[config.mk]
export PLATFORM = sky130hd
export DESIGN_NAME = duv_fifo_flat
export DESIGN_NICKNAME = d
export VERILOG_FILES = /design/src/rtl/duv_fifo_if.sv /design/src/rtl/duv_fifo.sv /design/src/flat_wrapper.sv
export SDC_FILE = /design/constraint.sdc
export NUM_CORES = 1
export LEC_CHECK = 0
export BUFFER_PORTS_ARGS = -buffer_cell sky130_fd_sc_hd__buf_2
export CAP_MARGIN = 20
export CORE_MARGIN = 2
export CORE_UTILIZATION = 59
export CTS_CLUSTER_SIZE = 25
export DETAILED_ROUTE_END_ITERATION = 8
export HOLD_SLACK_MARGIN = 0.15
export PLACE_DENSITY = 0.8
export SLEW_MARGIN = 10
export SYNTH_ARGS = -nofsm -noshare
export SYNTH_HDL_FRONTEND = slang
export SYNTH_SLANG_ARGS = --single-unit
[constraint.sdc]
create_clock -name duv_fifo_clk_ip -period 5.1 [get_ports duv_fifo_clk_ip]
set_clock_uncertainty 0.1 [all_clocks]
set_input_delay 0.255 -clock duv_fifo_clk_ip [delete_from_list [all_inputs] [get_ports duv_fifo_clk_ip]]
set_output_delay 0.255 -clock duv_fifo_clk_ip [all_outputs]
set_load 0.01 [all_outputs]
[src/rtl/duv_fifo_if.sv]
// duv_fifo_if: handshake and status bundle for the duv_fifo byte FIFO.
//
// Signals (named from the FIFO's point of view):
//   duv_fifo_clr_ip        synchronous flush, active-high
//   duv_fifo_in_valid_ip   producer has data
//   duv_fifo_in_data_ip    write data
//   duv_fifo_in_ready_op   FIFO accepts a write this cycle
//   duv_fifo_out_valid_op  head entry valid
//   duv_fifo_out_data_op   head entry (zero when not valid)
//   duv_fifo_out_ready_ip  consumer takes the head
//   duv_fifo_level_op      current occupancy, 0..DEPTH
//   duv_fifo_hwm_op        maximum occupancy since reset/clear
//   duv_fifo_drop_op       sticky: a write was attempted while not ready
//
// Modports:
//   master  producer/consumer/bench side
//   slave   FIFO side
interface duv_fifo_if #(
  parameter int DUV_FIFO_WIDTH_P = 8,
  parameter int DUV_FIFO_DEPTH_P = 8
);
  localparam int AW = $clog2(DUV_FIFO_DEPTH_P);

  logic                        duv_fifo_clr_ip;
  logic                        duv_fifo_in_valid_ip;
  logic [DUV_FIFO_WIDTH_P-1:0] duv_fifo_in_data_ip;
  logic                        duv_fifo_in_ready_op;
  logic                        duv_fifo_out_valid_op;
  logic [DUV_FIFO_WIDTH_P-1:0] duv_fifo_out_data_op;
  logic                        duv_fifo_out_ready_ip;
  logic [AW:0]                 duv_fifo_level_op;
  logic [AW:0]                 duv_fifo_hwm_op;
  logic                        duv_fifo_drop_op;

  modport master (
    output duv_fifo_clr_ip,
    output duv_fifo_in_valid_ip,
    output duv_fifo_in_data_ip,
    input  duv_fifo_in_ready_op,
    input  duv_fifo_out_valid_op,
    input  duv_fifo_out_data_op,
    output duv_fifo_out_ready_ip,
    input  duv_fifo_level_op,
    input  duv_fifo_hwm_op,
    input  duv_fifo_drop_op
  );

  modport slave (
    input  duv_fifo_clr_ip,
    input  duv_fifo_in_valid_ip,
    input  duv_fifo_in_data_ip,
    output duv_fifo_in_ready_op,
    output duv_fifo_out_valid_op,
    output duv_fifo_out_data_op,
    input  duv_fifo_out_ready_ip,
    output duv_fifo_level_op,
    output duv_fifo_hwm_op,
    output duv_fifo_drop_op
  );
endinterface

[src/rtl/duv_fifo.sv]
// duv_fifo: synchronous valid/ready FIFO with occupancy, high-water mark and
// a sticky drop flag.
//
// Ports:
//   duv_fifo_clk_ip  clock, all state changes on the rising edge
//   duv_fifo_rst_ip  asynchronous active-low reset (deassertion is already
//                    synchronised upstream)
//   bus              duv_fifo_if.slave: clear, write handshake, read
//                    handshake, level / hwm / drop status
//
// Pointers carry one extra wrap bit so full and empty are distinguishable
// without a separate counter; level is simply their modular difference.
// The storage array is not reset: stale contents are unreachable because the
// pointers are, and the read data is forced to zero whenever empty.
module duv_fifo #(
  parameter int DUV_FIFO_WIDTH_P = 8,
  parameter int DUV_FIFO_DEPTH_P = 8
) (
  input  logic      duv_fifo_clk_ip,
  input  logic      duv_fifo_rst_ip,
  duv_fifo_if.slave bus
);
  localparam int          AW      = $clog2(DUV_FIFO_DEPTH_P);
  localparam logic [AW:0] PTR_ONE = (AW+1)'(1);

  logic [DUV_FIFO_WIDTH_P-1:0] mem [DUV_FIFO_DEPTH_P];

  logic [AW:0] wr_ptr;
  logic [AW:0] rd_ptr;
  logic [AW:0] hwm;
  logic [AW:0] level;
  logic [AW:0] level_nxt;
  logic        alive;
  logic        drop;
  logic        full;
  logic        empty;
  logic        in_ready;
  logic        out_valid;
  logic        push;
  logic        pop;
  logic        drop_set;

  function automatic logic [AW:0] f_next_level(input logic [AW:0] cur,
                                               input logic inc,
                                               input logic dec);
    logic [AW:0] r;
    r = cur;
    if (inc && !dec)
      r = cur + PTR_ONE;
    else if (dec && !inc)
      r = cur - PTR_ONE;
    return r;
  endfunction

  function automatic logic [AW:0] f_max(input logic [AW:0] a,
                                        input logic [AW:0] b);
    return (a > b) ? a : b;
  endfunction

  assign full  = (wr_ptr[AW] != rd_ptr[AW]) &&
                 (wr_ptr[AW-1:0] == rd_ptr[AW-1:0]);
  assign empty = (wr_ptr == rd_ptr);
  assign level = wr_ptr - rd_ptr;

  // in_ready depends only on local state, never on out_ready, so a full FIFO
  // being popped still refuses the write in that same cycle.
  assign in_ready  = alive & ~full;
  assign out_valid = ~empty;

  // Clear wins over any transfer in its cycle and suppresses drop detection.
  assign push     = bus.duv_fifo_in_valid_ip & in_ready & ~bus.duv_fifo_clr_ip;
  assign pop      = out_valid & bus.duv_fifo_out_ready_ip & ~bus.duv_fifo_clr_ip;
  assign drop_set = bus.duv_fifo_in_valid_ip & ~in_ready & alive &
                    ~bus.duv_fifo_clr_ip;

  assign level_nxt = f_next_level(level, push, pop);

  // Control state: pointers, alive, hwm, drop
  always_ff @(posedge duv_fifo_clk_ip or negedge duv_fifo_rst_ip) begin
    if (!duv_fifo_rst_ip) begin
      wr_ptr <= '0;
      rd_ptr <= '0;
      hwm    <= '0;
      drop   <= 1'b0;
      alive  <= 1'b0;
    end else begin
      alive <= 1'b1;
      if (bus.duv_fifo_clr_ip) begin
        wr_ptr <= '0;
        rd_ptr <= '0;
        hwm    <= '0;
        drop   <= 1'b0;
      end else begin
        if (push)
          wr_ptr <= wr_ptr + PTR_ONE;
        if (pop)
          rd_ptr <= rd_ptr + PTR_ONE;
        hwm <= f_max(hwm, level_nxt);
        if (drop_set)
          drop <= 1'b1;
      end
    end
  end

  // Storage: data only, no reset
  always_ff @(posedge duv_fifo_clk_ip) begin
    if (push)
      mem[wr_ptr[AW-1:0]] <= bus.duv_fifo_in_data_ip;
  end

  assign bus.duv_fifo_in_ready_op  = in_ready;
  assign bus.duv_fifo_out_valid_op = out_valid;
  assign bus.duv_fifo_out_data_op  = out_valid ? mem[rd_ptr[AW-1:0]] : '0;
  assign bus.duv_fifo_level_op     = level;
  assign bus.duv_fifo_hwm_op       = hwm;
  assign bus.duv_fifo_drop_op      = drop;
endmodule

[src/flat_wrapper.sv]
// flat-port wrapper written by rule: the top's interface ports become plain ports
module duv_fifo_flat 
#(
  parameter int DUV_FIFO_WIDTH_P = 8,
  parameter int DUV_FIFO_DEPTH_P = 8
)
  (duv_fifo_clk_ip, duv_fifo_rst_ip, bus_duv_fifo_clr_ip, bus_duv_fifo_in_valid_ip, bus_duv_fifo_in_data_ip, bus_duv_fifo_in_ready_op, bus_duv_fifo_out_valid_op, bus_duv_fifo_out_data_op, bus_duv_fifo_out_ready_ip, bus_duv_fifo_level_op, bus_duv_fifo_hwm_op, bus_duv_fifo_drop_op);
  duv_fifo_if #(.DUV_FIFO_WIDTH_P(DUV_FIFO_WIDTH_P), .DUV_FIFO_DEPTH_P(DUV_FIFO_DEPTH_P)) bus_i ();
  input  logic duv_fifo_clk_ip;
  input  logic duv_fifo_rst_ip;
  input wire logic [$bits(bus_i.duv_fifo_clr_ip)-1:0] bus_duv_fifo_clr_ip;
  input wire logic [$bits(bus_i.duv_fifo_in_valid_ip)-1:0] bus_duv_fifo_in_valid_ip;
  input wire logic [$bits(bus_i.duv_fifo_in_data_ip)-1:0] bus_duv_fifo_in_data_ip;
  output wire logic [$bits(bus_i.duv_fifo_in_ready_op)-1:0] bus_duv_fifo_in_ready_op;
  output wire logic [$bits(bus_i.duv_fifo_out_valid_op)-1:0] bus_duv_fifo_out_valid_op;
  output wire logic [$bits(bus_i.duv_fifo_out_data_op)-1:0] bus_duv_fifo_out_data_op;
  input wire logic [$bits(bus_i.duv_fifo_out_ready_ip)-1:0] bus_duv_fifo_out_ready_ip;
  output wire logic [$bits(bus_i.duv_fifo_level_op)-1:0] bus_duv_fifo_level_op;
  output wire logic [$bits(bus_i.duv_fifo_hwm_op)-1:0] bus_duv_fifo_hwm_op;
  output wire logic [$bits(bus_i.duv_fifo_drop_op)-1:0] bus_duv_fifo_drop_op;
  assign bus_i.duv_fifo_clr_ip = bus_duv_fifo_clr_ip;
  assign bus_i.duv_fifo_in_valid_ip = bus_duv_fifo_in_valid_ip;
  assign bus_i.duv_fifo_in_data_ip = bus_duv_fifo_in_data_ip;
  assign bus_duv_fifo_in_ready_op = bus_i.duv_fifo_in_ready_op;
  assign bus_duv_fifo_out_valid_op = bus_i.duv_fifo_out_valid_op;
  assign bus_duv_fifo_out_data_op = bus_i.duv_fifo_out_data_op;
  assign bus_i.duv_fifo_out_ready_ip = bus_duv_fifo_out_ready_ip;
  assign bus_duv_fifo_level_op = bus_i.duv_fifo_level_op;
  assign bus_duv_fifo_hwm_op = bus_i.duv_fifo_hwm_op;
  assign bus_duv_fifo_drop_op = bus_i.duv_fifo_drop_op;
  duv_fifo #(.DUV_FIFO_WIDTH_P(DUV_FIFO_WIDTH_P), .DUV_FIFO_DEPTH_P(DUV_FIFO_DEPTH_P)) u_core (.duv_fifo_clk_ip(duv_fifo_clk_ip), .duv_fifo_rst_ip(duv_fifo_rst_ip), .bus(bus_i));
endmodule
## After elaboration in Yosys (flattened, before gate mapping)

Memory sizes are Yosys's and may differ from the RTL's.
Index checks and enable logic that the tools add are counted.
W data, S select, Z words.

| operators by class | value |
|---|---|
| $add $sub $neg | 5 |
| magnitude comparators | 1 |
| eq/ne operators | 4 |
| multiplexer cells | 13 |
| bitwise operators | 12 |
| reductions and logical operators | 8 |

Operator list:

| cell | count |
|---|---|
| $mux W4 | 8 |
| $add A4 B1 Y4 const B | 3 |
| $and A1 B1 Y1 | 8 |
| $mux W8 | 1 |
| $reduce_bool A2 Y1 | 3 |
| $eq A4 B4 Y1 | 1 |
| $gt A4 B4 Y1 | 1 |
| $mux W1 | 4 |
| $not A1 Y1 | 4 |
| $sub A4 B1 Y4 const B | 1 |
| $sub A4 B4 Y4 | 1 |
| $eq A3 B3 Y1 | 1 |
| $logic_and A1 B1 Y1 | 3 |
| $logic_not A1 Y1 | 2 |
| $ne A2 B2 Y1 const B | 1 |
| $ne A1 B1 Y1 | 1 |

| word-level totals | value |
|---|---|
| flip-flop bits (word level) | 14 |
| memory bits (writable) | 64 |
| input bits | 13 |
| output and inout bits | 19 |
| logic and storage cells | 49 |
| memories kept | 1 |

Memories:

| name | words | bits a word | read ports | clocked after Yosys merged registers in | wr ports | line | source |
|---|---|---|---|---|---|---|---|
| u_core.mem | 8 | 8 | 1 | 0 | 1 | duv_fifo.sv:26 | `logic [DUV_FIFO_WIDTH_P-1:0] mem [DUV_FIFO_DEPTH_P];` |

## Longest topological paths before layout

Gate-level depths: netlist of run 1.

| depth | value |
|---|---|
| depth after elaboration | 13 |
| depth in mapped cells | 16 |
| gate-level depth less buffers | 15 |

## Least setup slack after synthesis of run 1

Ideal clock, no wire load.

| timing | value |
|---|---|
| path type | register to register |
| from | reg u_core.rd_ptr[1] |
| to | reg u_core.hwm[2], in the netlist u_core.bus.duv_fifo_hwm_op[2] |
| library setup time | 0.096 ns |
| arrival | 3.992 ns |
| required time | 4.904 ns |
| setup slack | 0.912 ns |
| stages on the path, launching flop included | 16 |
| buffers on the path | 3 |
| period minus slack after synthesis | 4.188 ns |
| path through | dfrtp_1 clkbuf_1 clkbuf_1 inv_1 fa_1 clkbuf_2 or3b_1 a2111oi_0 o2bb2ai_1 xnor2_1 ha_1 o21ai_0 a21oi_1 o21ai_1 nor2_1 a311oi_2 |

| between the ends | value |
|---|---|
| elaborated cells between the ends (all ways) | 23 |
| those cells by class | add/sub (3); order compare (1); eq/ne (3); mux (4); bitwise (7); reduce/logical (5) |

RTL lines:

| item | line | source |
|---|---|---|
| from (decl) | duv_fifo.sv:29 | `logic [AW:0] rd_ptr;` |
| from (signal assigned) | duv_fifo.sv:97 | `rd_ptr <= rd_ptr + PTR_ONE;` |
| $sub A4 B4 Y4 (*) | duv_fifo.sv:63 | `assign level = wr_ptr - rd_ptr;` |
| via bus_duv_fifo_level_op[1] | flat_wrapper.sv:18 | `output wire logic [$bits(bus_i.duv_fifo_level_op)-1:0] bus_duv_fifo_level_op;` |
| $sub A4 B1 Y4 | duv_fifo.sv:51 | `r = cur - PTR_ONE;` |
| $mux W4 | duv_fifo.sv:50 | `else if (dec && !inc)` |
| $mux W4 (*) | duv_fifo.sv:48 | `if (inc && !dec)` |
| $gt A4 B4 Y1 or $mux W4 (tied branches) | duv_fifo.sv:57 | `return (a > b) ? a : b;` |
| $ne A2 B2 Y1 (no source line) or $mux W4 (tied branches) | n/a |  |
| to (signal assigned) | duv_fifo.sv:98 | `hwm <= f_max(hwm, level_nxt);` |
| to (decl) | duv_fifo.sv:30 | `logic [AW:0] hwm;` |

The timed path passes the listed nets; every way through them passes the cells marked *. The select of a mux whose other input is x is not followed.
A chain may end at the register's enable or synchronous reset.

## Worst setup path after layout of run 1

| timing | value |
|---|---|
| from | reg u_core.wr_ptr[0] |
| to | reg u_core.hwm[2], in the netlist u_core.bus.duv_fifo_hwm_op[2] |

| between the ends | value |
|---|---|
| longest elaborated chain between the ends | 12 |
| elaborated cells between the ends (all ways) | 23 |
| those cells by class | add/sub (3); order compare (1); eq/ne (3); mux (4); bitwise (7); reduce/logical (5) |

RTL lines:

| item | line | source |
|---|---|---|
| from (decl) | duv_fifo.sv:28 | `logic [AW:0] wr_ptr;` |
| from (signal assigned) | duv_fifo.sv:95 | `wr_ptr <= wr_ptr + PTR_ONE;` |
| branches (longest 9 deep; another with $sub A4 B4 Y4) | n/a |  |
| $mux W4 (*) | duv_fifo.sv:48 |  |
| $gt A4 B4 Y1 or $mux W4 (tied branches) | duv_fifo.sv:57 |  |
| $ne A2 B2 Y1 (no source line) or $mux W4 (tied branches) | n/a |  |

Mark *: on every way between the ends. The select of a mux whose other input is x is not followed.

==> impl_metrics.csv, run 1 <==
group,metric,value,unit
run_status,outcome,"finished, final reports clean",
run,max_cap_viol_count,0,
global_routing,grt_usage,0.236,
detailed_routing,ant_nets,0,
final_layout,area_delta_synth_final,15.6,%
detailed_routing,via_per_inst,5.91,
floorplan,core_area,5890,um^2
clock_tree,clk_path_buf_depth,2,
global_routing,grt_antenna_before_repair,0,
clock_tree,tritoncts,"built",
floorplan,top_level_ports,32,
critical_path,critPathRequiredTime,5.26,ns
detailed_routing,drt_iter0_markers,181,
power_and_ir_drop,p_sw,0.435,mW
clock_tree,clkSlewWorstSetupHoldPaths,0.08,ns
sta,whs,0.220,ns
clock_tree,cts_resized,0,
placement,dpl.hpwl,4630,um
power_and_ir_drop,p_leak,1.52,nW
clock_tree,clock_sinks,78,
synth,synth-seq-area-share,0.634,
floorplan,die_w,82.0,um
final_layout,nNetsFinal,324,
synth,synth_edf_count,64,
critical_path,end_kind,"flop",
synth,synth_cell_types,45,
critical_path,arrival,4.19,ns
critical_path,max_stage_delay,0.58,ns
critical_path,crit_family,"adder cells",
detailed_routing,drtPass1Iterations,4,
sta,setup_viol,0,
placement,gp_congestion,0.884,
final_layout,drive_above_1_share,0.266,
critical_path,worstSetupPathType,"reg2reg",
sta,rsz0062_at_grt,"no",
floorplan,die_h,82.0,um
global_routing,grt_pass1_vias,2188,
synth,async_flop_share,0.179,
global_routing,grt_max_degree,27,
hold_path,hp-class,"in2reg",
synth,dominantRegCellSynth,"edfxtp_1",
final_layout,final_util,0.704,
clock_tree,clock_latency,0.35,ns
critical_path,cp_max_fo,10,
synth,syn_inst,250,
floorplan,num_rows,28,
power_and_ir_drop,combPwrFrac,0.232,
final_layout,postLayoutCellArea,4150,um^2
synth,ys_ff_latch,78,
floorplan,die_area,6720,um^2
power_and_ir_drop,power_density,366,nW/um^2
power_and_ir_drop,pwr-share-seq,0.473,
global_routing,grt-ovfl-total,0,
final_layout,antenna_cells,0,
synth,synth_most_common_cell,"edfxtp_1",
synth,synth_top_area_frac,0.536,
global_routing,grt_pass1_wl,11200,um
synth,synthTopCellsByArea,"edfxtp_1 54%, mux4_2 10%, dfrtp_1 9.8%",
detailed_routing,wl,7190,um
sta,timing.final.crit_share,0.791,
floorplan,initial_core_util,0.609,
clock_tree,cts_made_buffers,9,
detailed_routing,drc,0,
power_and_ir_drop,p_sw_frac,0.287,
power_and_ir_drop,peakVddDrop,308,uV
power_and_ir_drop,power,1.52,mW
placement,portBuffers,31,
sta,hold_viol_final,0,
placement,dpl-instance-area,3860,um^2
critical_path,path_buf_inv,3,
sta,slew_viol_final,0,
detailed_routing,wl_per_cell,19.0,um
critical_path,worstPathCellList,"inv_1, ha_1, inv_1, fa_1, ha_1, inv_1, or4_1, o311a_1, a21oi_1, ha_1, nand2b_1, a21oi_1, o21ai_1, nor2_1, a311oi_2",
synth,synth_warnings,0,
sta,relSlewSlack,0.328,
synth,synth_commonest_cells,"64 x edfxtp_1, 29 x nand2_1, 18 x a21oi_1",
critical_path,cp_slowest_cell,"fa_1",
synth,avgSynthCellArea,14.3,um^2
power_and_ir_drop,p_int,1.08,mW
clock_tree,root_buffer,"clkbuf_8",
clock_tree,htree_levels,3,
sta,period_needed,4.03,ns
sta,worstMarginPinSlew,1.00,ns
sta,setup_tns,0,ns
critical_path,start_kind,"flop",
synth,syn_nets,275,
synth,syn_area,3590,um^2
power_and_ir_drop,p_clk_frac,0.295,
sta,fmax,248,MHz
synth,yosysTopAreaCell,"edfxtp_1",
detailed_routing,via_count,2238,
==> power groups by stage <==
stage / combinational [mW] / clock (mW) / sequential, mW
after detailed placement: 0.347 / 0 / 0.732
after CTS: 0.354 / 0.456 / 0.718
final: 0.351 / 0.448 / 0.718
after global placement: 0.338 / 0 / 0.732
after floorplan: 0.252 / 0 / 0.734
after global routing: 0.399 / 0.484 / 0.719
==> flip-flops by register name, summed over array words and instances, names as in the netlist <==
register and cells:
u_core.mem 64, u_core.rd_ptr 4, u_core.bus.duv_fifo_hwm_op 4, u_core.wr_ptr 4
u_core.bus.duv_fifo_drop_op 1, u_core.alive 1
==> worst register-to-register path: stages (launching register included) <==
cell      delay [ns]
dfrtp_1         0.44
inv_1           0.11
ha_1            0.16
inv_1           0.05
fa_1            0.58
ha_1            0.44
inv_1           0.08
or4_1           0.51
o311a_1         0.14
a21oi_1         0.13
ha_1            0.25
nand2b_1        0.08
a21oi_1         0.06
o21ai_1         0.45
nor2_1          0.11
a311oi_2        0.25
==> final cells by class <==
type | count | area, um^2
flip-flops and latches | 78 | 2270
fillers | 390 | 1740
multi-input cells | 151 | 1240
repair buffers | 49 | 313
clock buffers | 10 | 128
well taps | 75 | 93.8
clock inverters | 6 | 62.6
inverters | 10 | 37.5
==> worst paths after layout <==
path / start / to / slack [ns] / depth (start not counted)
min reg2reg: u_core.bus.duv_fifo_drop_op$_DFFE_PN0P_ / u_core.bus.duv_fifo_drop_op$_DFFE_PN0P_ / 0.45 / 2
min in group asynchronous: duv_fifo_rst_ip / u_core.bus.duv_fifo_hwm_op[2]$_DFFE_PN0P_ / 0.23 / 2
max: u_core.wr_ptr[0]$_DFFE_PN0P_ / u_core.bus.duv_fifo_hwm_op[2]$_DFFE_PN0P_ / 1.07 / 15
max in group asynchronous: duv_fifo_rst_ip / u_core.alive$_DFF_PN0_ / 4.41 / 2
max reg2reg: u_core.wr_ptr[0]$_DFFE_PN0P_ / u_core.bus.duv_fifo_hwm_op[2]$_DFFE_PN0P_ / 1.07 / 15
min: bus_duv_fifo_out_ready_ip / u_core.rd_ptr[1]$_DFFE_PN0P_ / 0.22 / 4
==> cells in the final DEF (no fill, tap or decap), drive strengths merged, types with 2 or more instances in the layout <==
cell,instances
nand2b,4
mux4,16
buf,40
inv,11
dfrtp,14
a311oi,2
nor4,2
a21oi,19
nand4,6
nand2,29
clkbuf,10
o21ai,4
nor3,4
nand3,6
dlygate4sd3,9
nor2,17
clkinv,4
xnor2,9
edfxtp,64
ha,11
xor2,5
==> what timing repair did <==
action                                  CTS  global route
hold buffers                              9             0
endpoints found under the setup margin    0             0
hold endpoints to repair                 78             0
setup buffers                             0             0
==> metal layers <==
layer	track usage	vias to the layer above	routed length [um]
li1	-	1037	-
met1	0.325	1111	2980
met2	0.372	81	3650
met3	0.0495	9	471
met4	0.0917	0	81
met5	0	-	0
==> stage by stage <==
stage	worst slack (ns)	std cells
CTS	1.10	379
global route	0.743	379
global placement	1.27	353
detailed placement	1.12	354
finish	1.07	379
floorplan	0.912	250
==> kinds of logic after synthesis <==
kind of cell,count (synthesis),share of synthesized area
and+or+nand+nor,74,0.0977
DFF,78,0.634
adders and majority gates,12,0.0440
xor gates and xnor gates,14,0.0363
muxes,16,0.100
buffers and inverters,21,0.0244
AOI/OAI and AO/OA,34,0.0625
other,1,0.00105
Note: power is estimated with default switching activity, not from simulation.
==> run 2, diff against run 1 <==
ABC_AREA = 1   (was default)
CORE_UTILIZATION = 53   (was 59)
PLACE_DENSITY = 0.76   (was 0.8)
clock period = 3.6 ns   (was 5.1 ns; I/O delays follow)
==> run 2 against run 1 <==
Global-route usage shrank 1.9 points. Highest routed layer unchanged. Sequential cell count stayed put. Sequential share of layout area down 1.7 points. Hold slack worse by 0.072 ns. Power up 53%. Synthesized cell count increased by 35%. Fmax up 25%. Die area increased by 11%. Final area grew 3.3%. Clock power increased by 75%. Largest power group unchanged. Critical path type unchanged. Core utilization decreased by 6.4 points.
==> impl_metrics.csv, run 2 <==
group,metric,value,unit
critical_path,start_kind,"flop",
detailed_routing,ant_nets,0,
global_routing,grt_pass1_vias,2515,
final_layout,final_cell_mix,"64 x edfxtp_1, 59 x nor2_1, 42 x nand2_1, 42 x o21ai_0, 31 x buf_2",
clock_tree,root_buffer,"clkbuf_8",
placement,dpl.hpwl,4880,um
final_layout,postLayoutCellArea,4280,um^2
placement,gp_congestion,0.824,
critical_path,cp_slowest_cell,"fa_1",
detailed_routing,drt_iter0_markers,138,
sta,setup_viol,0,
power_and_ir_drop,p_int,1.65,mW
power_and_ir_drop,power,2.31,mW
power_and_ir_drop,p_sw_frac,0.285,
synth,syn_inst,337,
placement,dpl-instance-area,3930,um^2
synth,synth_commonest_cells,"64 x edfxtp_1, 59 x nor2_1, 42 x nand2_1, 42 x o21ai_0, 19 x inv_1",
detailed_routing,drtPass1Iterations,4,
detailed_routing,wl_per_cell,15.9,um
global_routing,grt_max_degree,36,
synth,async_flop_share,0.179,
global_routing,grt_usage,0.217,
final_layout,drive_above_1_share,0.193,
power_and_ir_drop,p_leak,1.78,nW
power_and_ir_drop,power_density,541,nW/um^2
critical_path,arrival,3.41,ns
sta,fmax,311,MHz
synth,ys_ff_latch,78,
final_layout,antenna_cells,0,
sta,setup_tns,0,ns
detailed_routing,wl,7580,um
final_layout,area_delta_synth_final,18.5,%
synth,yosysTopAreaCell,"edfxtp_1",
global_routing,grt_antenna_before_repair,0,
clock_tree,cts_made_buffers,9,
critical_path,worstPathCellList,"inv_1, ha_1, inv_1, fa_1, inv_1, nand2_1, nor2_1, nand3_2, nand2_1, nand2_1, nand2_1, inv_1, ha_1, a21o_1, a31oi_1, nor2_1, nor2_1, nand3_1, nand2_1",
floorplan,die_h,86.5,um
hold_path,hp-class,"in2async",
clock_tree,clock_sinks,78,
run_status,outcome,"finished, final reports clean",
clock_tree,clock_latency,0.35,ns
sta,relSlewSlack,0.640,
synth,avgSynthCellArea,10.7,um^2
clock_tree,clk_path_buf_depth,2,
floorplan,initial_core_util,0.540,
synth,syn_area,3610,um^2
critical_path,worstSetupPathType,"reg2reg",
critical_path,end_kind,"flop",
sta,timing.final.crit_share,0.893,
sta,setup_ws,0.384,ns
run,max_cap_viol_count,0,
sta,worstMarginPinSlew,0.539,ns
sta,slew_viol_final,0,
synth,synth_warnings,0,
sta,period_needed,3.22,ns
synth,synth_most_common_cell,"edfxtp_1",
synth,synth_cell_types,32,
sta,hold_viol_final,0,
synth,syn_nets,362,
final_layout,layoutNonFillerInstCount,478,
synth,synth-seq-area-share,0.629,
global_routing,grt-ovfl-total,0,
detailed_routing,via_per_inst,5.54,
placement,dpl.cell_count,451,
placement,dp_slack,0.403,ns
critical_path,max_stage_delay,0.50,ns
detailed_routing,drc,0,
global_routing,grt_pass1_wl,12000,um
critical_path,critPathRequiredTime,3.79,ns
clock_tree,htree_levels,3,
critical_path,cp_max_fo,6,
floorplan,top_level_ports,32,
synth,synth_top_area_frac,0.532,
power_and_ir_drop,pwr-share-seq,0.440,
floorplan,die_area,7490,um^2
critical_path,crit_top_cell,"nand2_1",
placement,portBuffers,31,
final_layout,layout_commonest_cell,"edfxtp_1",
power_and_ir_drop,combPwrFrac,0.222,
floorplan,num_rows,30,
power_and_ir_drop,p_sw,0.661,mW
synth,synth_edf_count,64,
power_and_ir_drop,peakVddDrop,405,uV
floorplan,die_w,86.5,um
synth,synthTopCellsByArea,"edfxtp_1 53%, dfrtp_1 9.7%, nor2_1 6.1%",
final_layout,largest_reg_flops,64,
power_and_ir_drop,p_clk_frac,0.338,
synth,dominantRegCellSynth,"edfxtp_1",
sta,rsz0062_at_grt,"no",
final_layout,nFillCells,525,
final_layout,nNetsFinal,418,
detailed_routing,via_count,2648,
floorplan,core_area,6680,um^2
clock_tree,tritoncts,"built",
clock_tree,clkSlewWorstSetupHoldPaths,0.09,ns
-- run 2: metrics by stage --
| stage | util | hold slack (ns) |
|---|---|---|
| 6_report | 0.641 | 0.148 |
| 5_1_grt | 0.641 | 0.182 |
| 3_5_place_dp | 0.588 | -0.00103 |
| 2_1_floorplan | - | -0.216 |
| 4_1_cts | 0.641 | 0.154 |
| 3_3_place_gp | 0.588 | -0.00564 |
-- run 2: logic make-up (layout without fill, tap and decap cells) --
group | count (synthesis) | after routing | synth area share
flops | 78 | 78 | 0.629
buf+inv | 33 | 94 | 0.0353
compound gates | 75 | 75 | 0.114
other cells | 1 | 1 | 0.00104
simple gates | 135 | 135 | 0.169
fa+ha+maj | 12 | 12 | 0.0437
xor+xnor | 3 | 3 | 0.00728
-- run 2: final timing paths --
check                                                          endpoint  slack, ns  cells past startpoint                                     from
max in group asynchronous                  u_core.wr_ptr[0]$_DFFE_PN0P_       3.00                      2                          duv_fifo_rst_ip
max reg2reg                   u_core.bus.duv_fifo_hwm_op[0]$_DFFE_PN0P_       0.38                     19             u_core.wr_ptr[0]$_DFFE_PN0P_
min in group duv_fifo_clk_ip               u_core.wr_ptr[2]$_DFFE_PN0P_       0.17                      3                      bus_duv_fifo_clr_ip
max                           u_core.bus.duv_fifo_hwm_op[0]$_DFFE_PN0P_       0.38                     19             u_core.wr_ptr[0]$_DFFE_PN0P_
min reg2reg                     u_core.bus.duv_fifo_drop_op$_DFFE_PN0P_       0.39                      1  u_core.bus.duv_fifo_drop_op$_DFFE_PN0P_
min                             u_core.bus.duv_fifo_drop_op$_DFFE_PN0P_       0.15                      2                          duv_fifo_rst_ip
-- run 2: routing by layer --
metal / wire length, um / vias to the layer above / global-route usage / part of all wire
met1: 3380 / 1275 / 0.274 / 0.45
met5: 0 / - / 0 / 0
met2: 3700 / 64 / 0.369 / 0.49
met3: 334 / 14 / 0.0400 / 0.044
li1: - / 1295 / - / -
met4: 176 / 0 / 0.0909 / 0.023
-- run 2: final cells by class --
class / count / area, um^2 / share of cell area
Tap cell: 80 / 100 / 0.0234
Multi-Input combinational cell: 226 / 1210 / 0.283
Inverter: 22 / 82.6 / 0.0193
Clock buffer: 9 / 124 / 0.0289
Timing Repair Buffer: 56 / 370 / 0.0865
Clock inverter: 7 / 120 / 0.0281
Sequential cell: 78 / 2270 / 0.531
-- run 2: critical path, delay by kind of cell, from the launching register on --
family | cells | cell delay, ns
fa+ha+maj | 3 | 0.96
simple gates | 10 | 0.94
flops | 1 | 0.40
buf+inv | 4 | 0.39
compound gates | 2 | 0.36
-- run 2: timing repair --
action / in CTS / in global routing
hold buffers: 11 / 0
setup buffers: 0 / 0
endpoints found under the hold margin: 81 / 0
gates resized for setup: 0 / 0
-- run 2: power groups by stage --
stage          Combinational [mW]  Clock (mW)  Sequential, mW
2_1_floorplan               0.341           0            1.05
3_3_place_gp                0.490           0            1.04
3_5_place_dp                0.503           0            1.04
4_1_cts                     0.516       0.790            1.02
5_1_grt                     0.584       0.824            1.02
6_report                    0.513       0.783            1.02
